===== src/rtl/traffic_light_pkg.sv =====
// Shared lamp encoding, direction indices, fault codes and monitor state
// encoding for the traffic light controller and its monitor.
package traffic_light_pkg;

   localparam int unsigned LAMP_W = 2;
   localparam int unsigned CODE_W = 3;
   localparam int unsigned DIR_W  = 2;
   localparam int unsigned ROT_W  = 8;
   localparam int unsigned NDIR   = 4;

   localparam logic [LAMP_W-1:0] RED    = 2'b00;
   localparam logic [LAMP_W-1:0] YELLOW = 2'b01;
   localparam logic [LAMP_W-1:0] GREEN  = 2'b10;

   localparam logic [DIR_W-1:0] DIR_NS = 2'd0;
   localparam logic [DIR_W-1:0] DIR_SN = 2'd1;
   localparam logic [DIR_W-1:0] DIR_EW = 2'd2;
   localparam logic [DIR_W-1:0] DIR_WE = 2'd3;

   localparam logic [CODE_W-1:0] FC_NONE        = 3'd0;
   localparam logic [CODE_W-1:0] FC_ILLEGAL     = 3'd1;
   localparam logic [CODE_W-1:0] FC_BAD_SEQ     = 3'd2;
   localparam logic [CODE_W-1:0] FC_CONFLICT    = 3'd3;
   localparam logic [CODE_W-1:0] FC_SHORT_GREEN = 3'd4;
   localparam logic [CODE_W-1:0] FC_STUCK       = 3'd5;

   typedef enum logic [1:0] {
      ST_IDLE  = 2'd0,
      ST_ARM   = 2'd1,
      ST_RUN   = 2'd2,
      ST_FAULT = 2'd3
   } mon_state_t;

   // Lowest-index set direction of a per-direction flag vector.
   function automatic logic [DIR_W-1:0] lowest_dir(input logic [NDIR-1:0] v);
      if (v[0])      return DIR_NS;
      else if (v[1]) return DIR_SN;
      else if (v[2]) return DIR_EW;
      else           return DIR_WE;
   endfunction

endpackage


===== src/rtl/lamp_tracker.sv =====
// Per-direction lamp tracker: previous-code register, dwell counter and
// combinational violation flags for one lamp.
//   clk, clear      : clock, async active-high reset
//   capture         : load baseline (prev <= cur, dwell <= 1), no checks
//   update          : normal tracking in RUN
//   cur             : current lamp code
//   *_c             : combinational flags comparing cur against prev/dwell
module lamp_tracker
   import traffic_light_pkg::*;
#(
   parameter int unsigned MIN_GREEN = 3,
   parameter int unsigned MAX_DWELL = 20,
   parameter int unsigned CNT_W     = 8
) (
   input  logic              clk,
   input  logic              clear,
   input  logic              capture,
   input  logic              update,
   input  logic [LAMP_W-1:0] cur,
   output logic              illegal_c,
   output logic              bad_seq_c,
   output logic              short_green_c,
   output logic              stuck_c,
   output logic              is_nonred_c,
   output logic              y_to_r_c
);

   logic [LAMP_W-1:0] prev;
   logic [CNT_W-1:0]  dwell;
   logic              legal_step;

   // Only RED->GREEN, GREEN->YELLOW and YELLOW->RED are legal changes.
   assign legal_step = ((prev == RED)    && (cur == GREEN))  ||
                       ((prev == GREEN)  && (cur == YELLOW)) ||
                       ((prev == YELLOW) && (cur == RED));

   assign illegal_c     = (cur == 2'b11);
   assign bad_seq_c     = (cur != prev) && !legal_step;
   assign short_green_c = (prev == GREEN) && (cur != GREEN) &&
                          (dwell < CNT_W'(MIN_GREEN));
   // dwell+1 > MAX_DWELL, written without widening the counter.
   assign stuck_c       = (cur == prev) && ((cur == GREEN) || (cur == YELLOW)) &&
                          (dwell >= CNT_W'(MAX_DWELL));
   assign is_nonred_c   = (cur != RED);
   assign y_to_r_c      = (prev == YELLOW) && (cur == RED);

   // Prev code and saturating dwell counter.
   always_ff @(posedge clk or posedge clear) begin
      if (clear) begin
         prev  <= RED;
         dwell <= '0;
      end else if (capture) begin
         prev  <= cur;
         dwell <= CNT_W'(1);
      end else if (update) begin
         prev <= cur;
         if (cur != prev)
            dwell <= CNT_W'(1);
         else if (dwell != '1)
            dwell <= dwell + CNT_W'(1);
      end
   end

endmodule


===== src/rtl/traffic_light_monitor.sv =====
// Passive checker for the four lamp outputs of the traffic light controller.
// Latches the first violation (code + direction) until clear and counts
// completed NS rotations.
//   clk, clear         : clock, async active-high reset
//   ns, sn, ew, we     : lamp codes, direction index 0..3
//   fault              : sticky fault flag
//   fault_code         : first fault cause (0 = none)
//   fault_dir          : direction of first fault
//   rotations          : saturating count of NS YELLOW->RED transitions
//   armed              : high while checking (RUN)
module traffic_light_monitor
   import traffic_light_pkg::*;
#(
   parameter int unsigned MIN_GREEN = 3,
   parameter int unsigned MAX_DWELL = 20,
   parameter int unsigned CNT_W     = 8
) (
   input  logic              clk,
   input  logic              clear,
   input  logic [LAMP_W-1:0] ns,
   input  logic [LAMP_W-1:0] sn,
   input  logic [LAMP_W-1:0] ew,
   input  logic [LAMP_W-1:0] we,
   output logic              fault,
   output logic [CODE_W-1:0] fault_code,
   output logic [DIR_W-1:0]  fault_dir,
   output logic [ROT_W-1:0]  rotations,
   output logic              armed
);

   mon_state_t                   state;
   logic [NDIR-1:0][LAMP_W-1:0]  lamps;
   logic [NDIR-1:0]              illegal, bad_seq, short_green, stuck, nonred, y_to_r;
   logic                         conflict;
   logic                         viol;
   logic [CODE_W-1:0]            vcode;
   logic [DIR_W-1:0]             vdir;
   logic                         unused_y_to_r;

   assign lamps = {we, ew, sn, ns};

   for (genvar i = 0; i < NDIR; i++) begin : g_lamp
      lamp_tracker #(
         .MIN_GREEN (MIN_GREEN),
         .MAX_DWELL (MAX_DWELL),
         .CNT_W     (CNT_W)
      ) u_tracker (
         .clk           (clk),
         .clear         (clear),
         .capture       (state == ST_ARM),
         .update        (state == ST_RUN),
         .cur           (lamps[i]),
         .illegal_c     (illegal[i]),
         .bad_seq_c     (bad_seq[i]),
         .short_green_c (short_green[i]),
         .stuck_c       (stuck[i]),
         .is_nonred_c   (nonred[i]),
         .y_to_r_c      (y_to_r[i])
      );
   end

   // Only the NS lamp defines a rotation.
   assign unused_y_to_r = ^y_to_r[NDIR-1:1];

   assign conflict = (nonred[DIR_NS] | nonred[DIR_SN]) & (nonred[DIR_EW] | nonred[DIR_WE]);

   // Priority: lowest code first, then lowest direction.
   always_comb begin
      viol  = 1'b0;
      vcode = FC_NONE;
      vdir  = DIR_NS;
      if (|illegal) begin
         viol  = 1'b1;
         vcode = FC_ILLEGAL;
         vdir  = lowest_dir(illegal);
      end else if (|bad_seq) begin
         viol  = 1'b1;
         vcode = FC_BAD_SEQ;
         vdir  = lowest_dir(bad_seq);
      end else if (conflict) begin
         viol  = 1'b1;
         vcode = FC_CONFLICT;
         vdir  = lowest_dir(nonred);
      end else if (|short_green) begin
         viol  = 1'b1;
         vcode = FC_SHORT_GREEN;
         vdir  = lowest_dir(short_green);
      end else if (|stuck) begin
         viol  = 1'b1;
         vcode = FC_STUCK;
         vdir  = lowest_dir(stuck);
      end
   end

   // Monitor FSM with registered outputs; FAULT holds until clear.
   always_ff @(posedge clk or posedge clear) begin
      if (clear) begin
         state      <= ST_IDLE;
         fault      <= 1'b0;
         fault_code <= FC_NONE;
         fault_dir  <= DIR_NS;
         rotations  <= '0;
         armed      <= 1'b0;
      end else begin
         case (state)
            ST_IDLE: state <= ST_ARM;
            ST_ARM: begin
               state <= ST_RUN;
               armed <= 1'b1;
            end
            ST_RUN: begin
               if (y_to_r[DIR_NS] && (rotations != '1))
                  rotations <= rotations + ROT_W'(1);
               if (viol) begin
                  state      <= ST_FAULT;
                  fault      <= 1'b1;
                  fault_code <= vcode;
                  fault_dir  <= vdir;
                  armed      <= 1'b0;
               end
            end
            ST_FAULT: state <= ST_FAULT;
            default:  state <= ST_IDLE;
         endcase
      end
   end

endmodule

===== config.mk =====
export PLATFORM = sky130hd
export DESIGN_NAME = traffic_light_monitor
export DESIGN_NICKNAME = d
export VERILOG_FILES = /design/src/rtl/traffic_light_pkg.sv /design/src/rtl/lamp_tracker.sv /design/src/rtl/traffic_light_monitor.sv
export SDC_FILE = /design/constraint.sdc
export NUM_CORES = 1
export LEC_CHECK = 0
export ABC_AREA = 0
export ABC_CLOCK_PERIOD_IN_PS = 2860
export BUFFER_PORTS_ARGS = -buffer_cell sky130_fd_sc_hd__buf_2
export CAP_MARGIN = 40
export CORE_MARGIN = 4
export CORE_UTILIZATION = 30
export CTS_BUF_LIST = sky130_fd_sc_hd__clkbuf_8
export DETAILED_ROUTE_END_ITERATION = 16
export PLACE_DENSITY = 0.42
export SLEW_MARGIN = 20
export SYNTH_ARGS = -nofsm -noshare
export SYNTH_HDL_FRONTEND = slang
export SYNTH_HIERARCHICAL = 1
export SYNTH_SLANG_ARGS = --single-unit

===== constraint.sdc =====
create_clock -name clk -period 2.86 [get_ports clk]
set_input_delay 0.286 -clock clk [delete_from_list [all_inputs] [get_ports clk]]
set_output_delay 0.286 -clock clk [all_outputs]
set_load 0.05 [all_outputs]

* Word-level counts from Yosys, hierarchy flattened *
Index checks and enable logic that the tools add are counted.

storage, ports and cells
  register bits after elaboration = 57
  latch bits = 0
  bits in writable memories = 0
  memory bits (read-only) = 0
  output and inout port bits = 15
  word-level logic and storage cells = 207
  memories kept = 0

cells by class
  $add $sub $neg = 5
  multiply operators = 0
  div/mod/pow operators = 0
  $lt $le $gt $ge = 8
  equality and inequality tests = 41
  shifts and indexed selects = 0
  mux-type cells = 58
  bitwise gates (word level) = 3
  reductions and logical operators = 78

operator list
  cell                 number
  $mux 8               16
  $mux 2               24
  $add 8x1->8 const B  5
  $ne 8x8->1 const B   5
  $logic_and 1x1->1    33
  $ge 8x5->1 const B   4
  $lt 8x2->1 const B   4
  $eq 2x2->1 const B   14
  $eq 2x1->1 const B   9
  $logic_not 2->1      9
  $reduce_or 4->1      4
  $mux 3               5
  $reduce_and 2->1     7
  $logic_or 1x1->1     12
  $reduce_bool 3->1    4
  $mux 1               11
  $ne 2x2->1 const B   5
  $reduce_bool 2->1    5
  $eq 2x2->1           4
  $ne 2x2->1           4
  $pmux 2 s4           1
  $logic_not 1->1      4
  $or 1x1->1           2
  $pmux 1 s2           1
  $and 1x1->1          1

* Depth between registers and ports, before layout *
  depth after elaboration = 12
  gate-level depth with buffers = 11

* By module *
The synthesis kept the hierarchy.

modules (own cells, without submodules)
  module                 instances  cells each  area an instance (um^2)  sequential area each (um^2)
  lamp_tracker           4          85          735.7                    250.2
  traffic_light_monitor  1          86          877.1                    425.4

* Least setup slack after synthesis *
No wires, ideal clock.

  path type = register -> register
  from = reg g_lamp[1].u_tracker.dwell[1]
  to = reg fault_dir[0]
  setup time = 136 ps
  data arrival time = 2512 ps
  slack = 212 ps
  cell stages (with the launch flop) = 9
  period minus slack after synthesis = 2648 ps
  path through = dfrtp_1 ha_1 nor4b_1 and3_1 or4_4 or4b_4 o31ai_4 mux2i_1 o31ai_1

RTL lines
  item                                                         line                                                      source
  from (decl)                                                  lamp_tracker.sv:29                                        logic [CNT_W-1:0] dwell;
  from (signal assigned)                                       lamp_tracker.sv:60                                        dwell <= dwell + CNT_W'(1);
  $lt 8x2->1 (*)                                               lamp_tracker.sv:40                                        (dwell < CNT_W'(MIN_GREEN));
  $logic_and 1x1->1 (*)                                        lamp_tracker.sv:39                                        assign short_green_c = (prev == GREEN) && (cur != GREEN) &&
  net short_green[1]                                           traffic_light_monitor.sv:33                               logic [NDIR-1:0] illegal, bad_seq, short_green, stuck, nonred, y_to_r;
  $reduce_or 4->1 / $mux 2 (equally long branches)             traffic_light_monitor.sv:84, traffic_light_pkg.sv:37
  $mux 1 / $mux 2 (equally long branches)                      traffic_light_monitor.sv:84, traffic_light_pkg.sv:36
  $mux 1 / $mux 2 (equally long branches)                      traffic_light_monitor.sv:80, traffic_light_monitor.sv:84
  $mux 1 / $mux 2 (equally long branches)                      traffic_light_monitor.sv:76, traffic_light_monitor.sv:80
  $mux 1 / $mux 2 (equally long branches)                      traffic_light_monitor.sv:72, traffic_light_monitor.sv:76
  $reduce_and 2->1 (no line) / $mux 2 (equally long branches)  --
  to (signal assigned)                                         traffic_light_monitor.sv:118                              fault_dir <= vdir;
  to (decl)                                                    traffic_light_monitor.sv:26                               output logic [DIR_W-1:0] fault_dir,

Mark *: on every way through the listed nets, which the timed path passes. The rest lies on a longest branch.
A chain may end at the register's enable or synchronous reset.

* Worst setup path after layout *
  from = reg g_lamp[0].u_tracker.dwell[1]
  to = reg fault_dir[0]

RTL lines
  item                        line                         source
  from (decl)                 lamp_tracker.sv:29
  from (signal assigned)      lamp_tracker.sv:60
  $lt 8x2->1 (*)              lamp_tracker.sv:40
  $logic_and 1x1->1 (*)       lamp_tracker.sv:39
  net short_green[0]          traffic_light_monitor.sv:33
  $reduce_or 4->1             traffic_light_monitor.sv:84  end else if (|short_green) begin
  $mux 1                      traffic_light_monitor.sv:84
  $mux 1                      traffic_light_monitor.sv:80  end else if (conflict) begin
  $mux 1                      traffic_light_monitor.sv:76  end else if (|bad_seq) begin
  $mux 1                      traffic_light_monitor.sv:72  if (|illegal) begin
  $reduce_and 2->1 (no line)  --

Marked as above.

==> impl_metrics.env <==
export IMPL_dp_cells=623
export IMPL_fin_nets=502
export IMPL_drtIter0Drc=117
export IMPL_finalCritPeriodShare=0.910
export IMPL_row_count=40
export IMPL_ios=25
export IMPL_port_buffers=24
export IMPL_dieWidth_um=121
export IMPL_drive_above_1_share=0.172
export IMPL_tns_ns=0
export IMPL_cts_buffers_inserted=9
export IMPL_cts_sinks=57
export IMPL_core_area_mm2=0.0122
export IMPL_final_setup_viol_count=0
export IMPL_ant_nets=0
export IMPL_relSlewSlack=0.551
export IMPL_grt_pass1_vias=3159
export IMPL_firstDrtPassIters=4
export IMPL_drv_slew=0
export IMPL_cts_tree="yes"
export IMPL_max_freq_mhz=384
export IMPL_grtUsageTotal=0.138
export IMPL_root_buffer="clkbuf_8"
export IMPL_grt_pass1_wl_mm=15.8
export IMPL_hp_class="primary input to register"
export IMPL_start_kind="register"
export IMPL_stdcell_count=640
export IMPL_power_total_mw=2.00
export IMPL_synth_warnings=6
export IMPL_routed_wl_mm=9.47
export IMPL_critPathArrivalTime_ns=2.85
export IMPL_setup_ws_ns=0.256
export IMPL_min_period_ns=2.60
export IMPL_vdd_ir_drop_max_v=0.000292
export IMPL_placed_area_mm2=0.00423
export IMPL_diodes=0
export IMPL_areaGrowthSynthToFinish_pct=17.3
export IMPL_worstPathMaxFanout=5
export IMPL_fin_util=0.365
export IMPL_cts_buffer_depth=2
export IMPL_worstSetupEndpointType="register"
export IMPL_status="complete, no violations"
export IMPL_wire_per_inst_um=14.8
export IMPL_gp_congestion=0.809
export IMPL_die_area_mm2=0.0145
export IMPL_skew_ns=0.0114
export IMPL_vias=3254
export IMPL_grt_max_degree=18
export IMPL_maxCapViolCount=0
export IMPL_start_util=0.311
export IMPL_hpwl_mm=7.06
export IMPL_syn_area_mm2=0.00380
export IMPL_dp_worst_setup_slack_ns=0.145
export IMPL_critical_path_required_ns=3.11
export IMPL_synth_fp_nets=455
export IMPL_syn_inst=420
export IMPL_fin_area_mm2=0.00446
export IMPL_clock_latency_ns=0.36
export IMPL_power_density_mw_per_mm2=450
export IMPL_grt_antenna_before_repair=0
export IMPL_path_clk_slew_ns=0.08
export IMPL_overflow=0
export IMPL_htreeDepth=3
export IMPL_hold_violations=0
export IMPL_leakagePower_nw=2.06
export IMPL_drc=0
export IMPL_nFillCells=1305
export IMPL_hold_slack_ns=0.280
export IMPL_viasPerCell=5.08
export IMPL_syn_avg_cell_area_um2=9.04
export IMPL_fp_dieH_um=121
export IMPL_critPathKind="register to register"
export IMPL_worst_slew_pin_slew_ns=0.673
export IMPL_rsz0062_at_grt="false"
## cell usage in the layout, fill, tap and decap left out, types with 3 or more instances in the layout
cell and count:
xnor2_1 4, inv_1 39, nor3_4 4, xor2_1 3
a41oi_1 8, nor2_1 34, a31oi_1 5, nor3_1 9
and4_1 4, a21oi_1 35, a211oi_1 4, buf_2 24
o31ai_1 13, and3_1 17, and3b_1 4, a31o_2 4
or2_1 4, mux2i_1 5, a21o_2 4, o21ai_0 27
nand2_1 36, ha_1 25, a22o_1 5, nand3_1 13
nor2b_1 5, buf_4 15, nor4b_1 4, nand4_1 7
o2bb2ai_1 4, xor2_2 8, nand2b_1 5, clkbuf_8 10
dfrtp_1 57
## state kept, by name, summed over array words and instances (netlist names)
signal	flops
rotations	8
fault_code	3
state	2
g_lamp.u_tracker/prev	8
fault	1
fault_dir	2
g_lamp.u_tracker/dwell	32
armed	1
## final timing paths
path                                         startpoint                            to  slack, ns  cells past startpoint
setup / recovery           g_lamp[0].u_tracker/dwell[1]                  fault_dir[0]       0.26                      8
hold / removal                                    ns[0]   g_lamp[0].u_tracker/prev[0]       0.28                      3
setup reg to reg           g_lamp[0].u_tracker/dwell[1]                  fault_dir[0]       0.26                      8
hold reg to reg                                   fault                         fault       0.49                      1
max in group asynchronous                         clear                  rotations[3]       1.80                      3
min in group asynchronous                         clear  g_lamp[0].u_tracker/dwell[2]       0.52                      3
## final cells by class
type,count,area [um^2],area share
multi-input cells,321,2210,0.497
flip-flops and latches,57,1430,0.320
repair buffers,40,243,0.0545
well taps,168,210,0.0472
inverters,38,143,0.0320
clock buffers,10,138,0.0309
clock inverters,6,82.6,0.0185
## worst max-delay path, stage by stage, from the launching register on
cell and delay, ns:
dfrtp_1 0.41, ha_1 0.21, nor4b_1 0.06, and3_1 0.21, or4_4 0.54, or4b_4 0.53
o31ai_4 0.25, mux2i_1 0.21, o31ai_1 0.08
## repair_timing
action,4_1_cts,5_1_grt
setup buffers,0,0
hold buffers,1,0
resized for setup,0,0
hold endpoints to repair,36,0
## report_power, final
group          total, mW  switching (mW)  leakage (nW)  internal, mW
clock              0.877           0.368         0.117         0.510
combinational      0.265           0.169          1.20        0.0957
sequential         0.861          0.0312         0.735         0.830
## routing by layer
metal	global-route usage	routed length (um)	share of wire
met5	0	0	0
met4	0.0510	190	0.020
met3	0.0426	483	0.051
met2	0.210	4200	0.44
met1	0.185	4590	0.49
No activity file was read; power rests on OpenSTA's default activity.
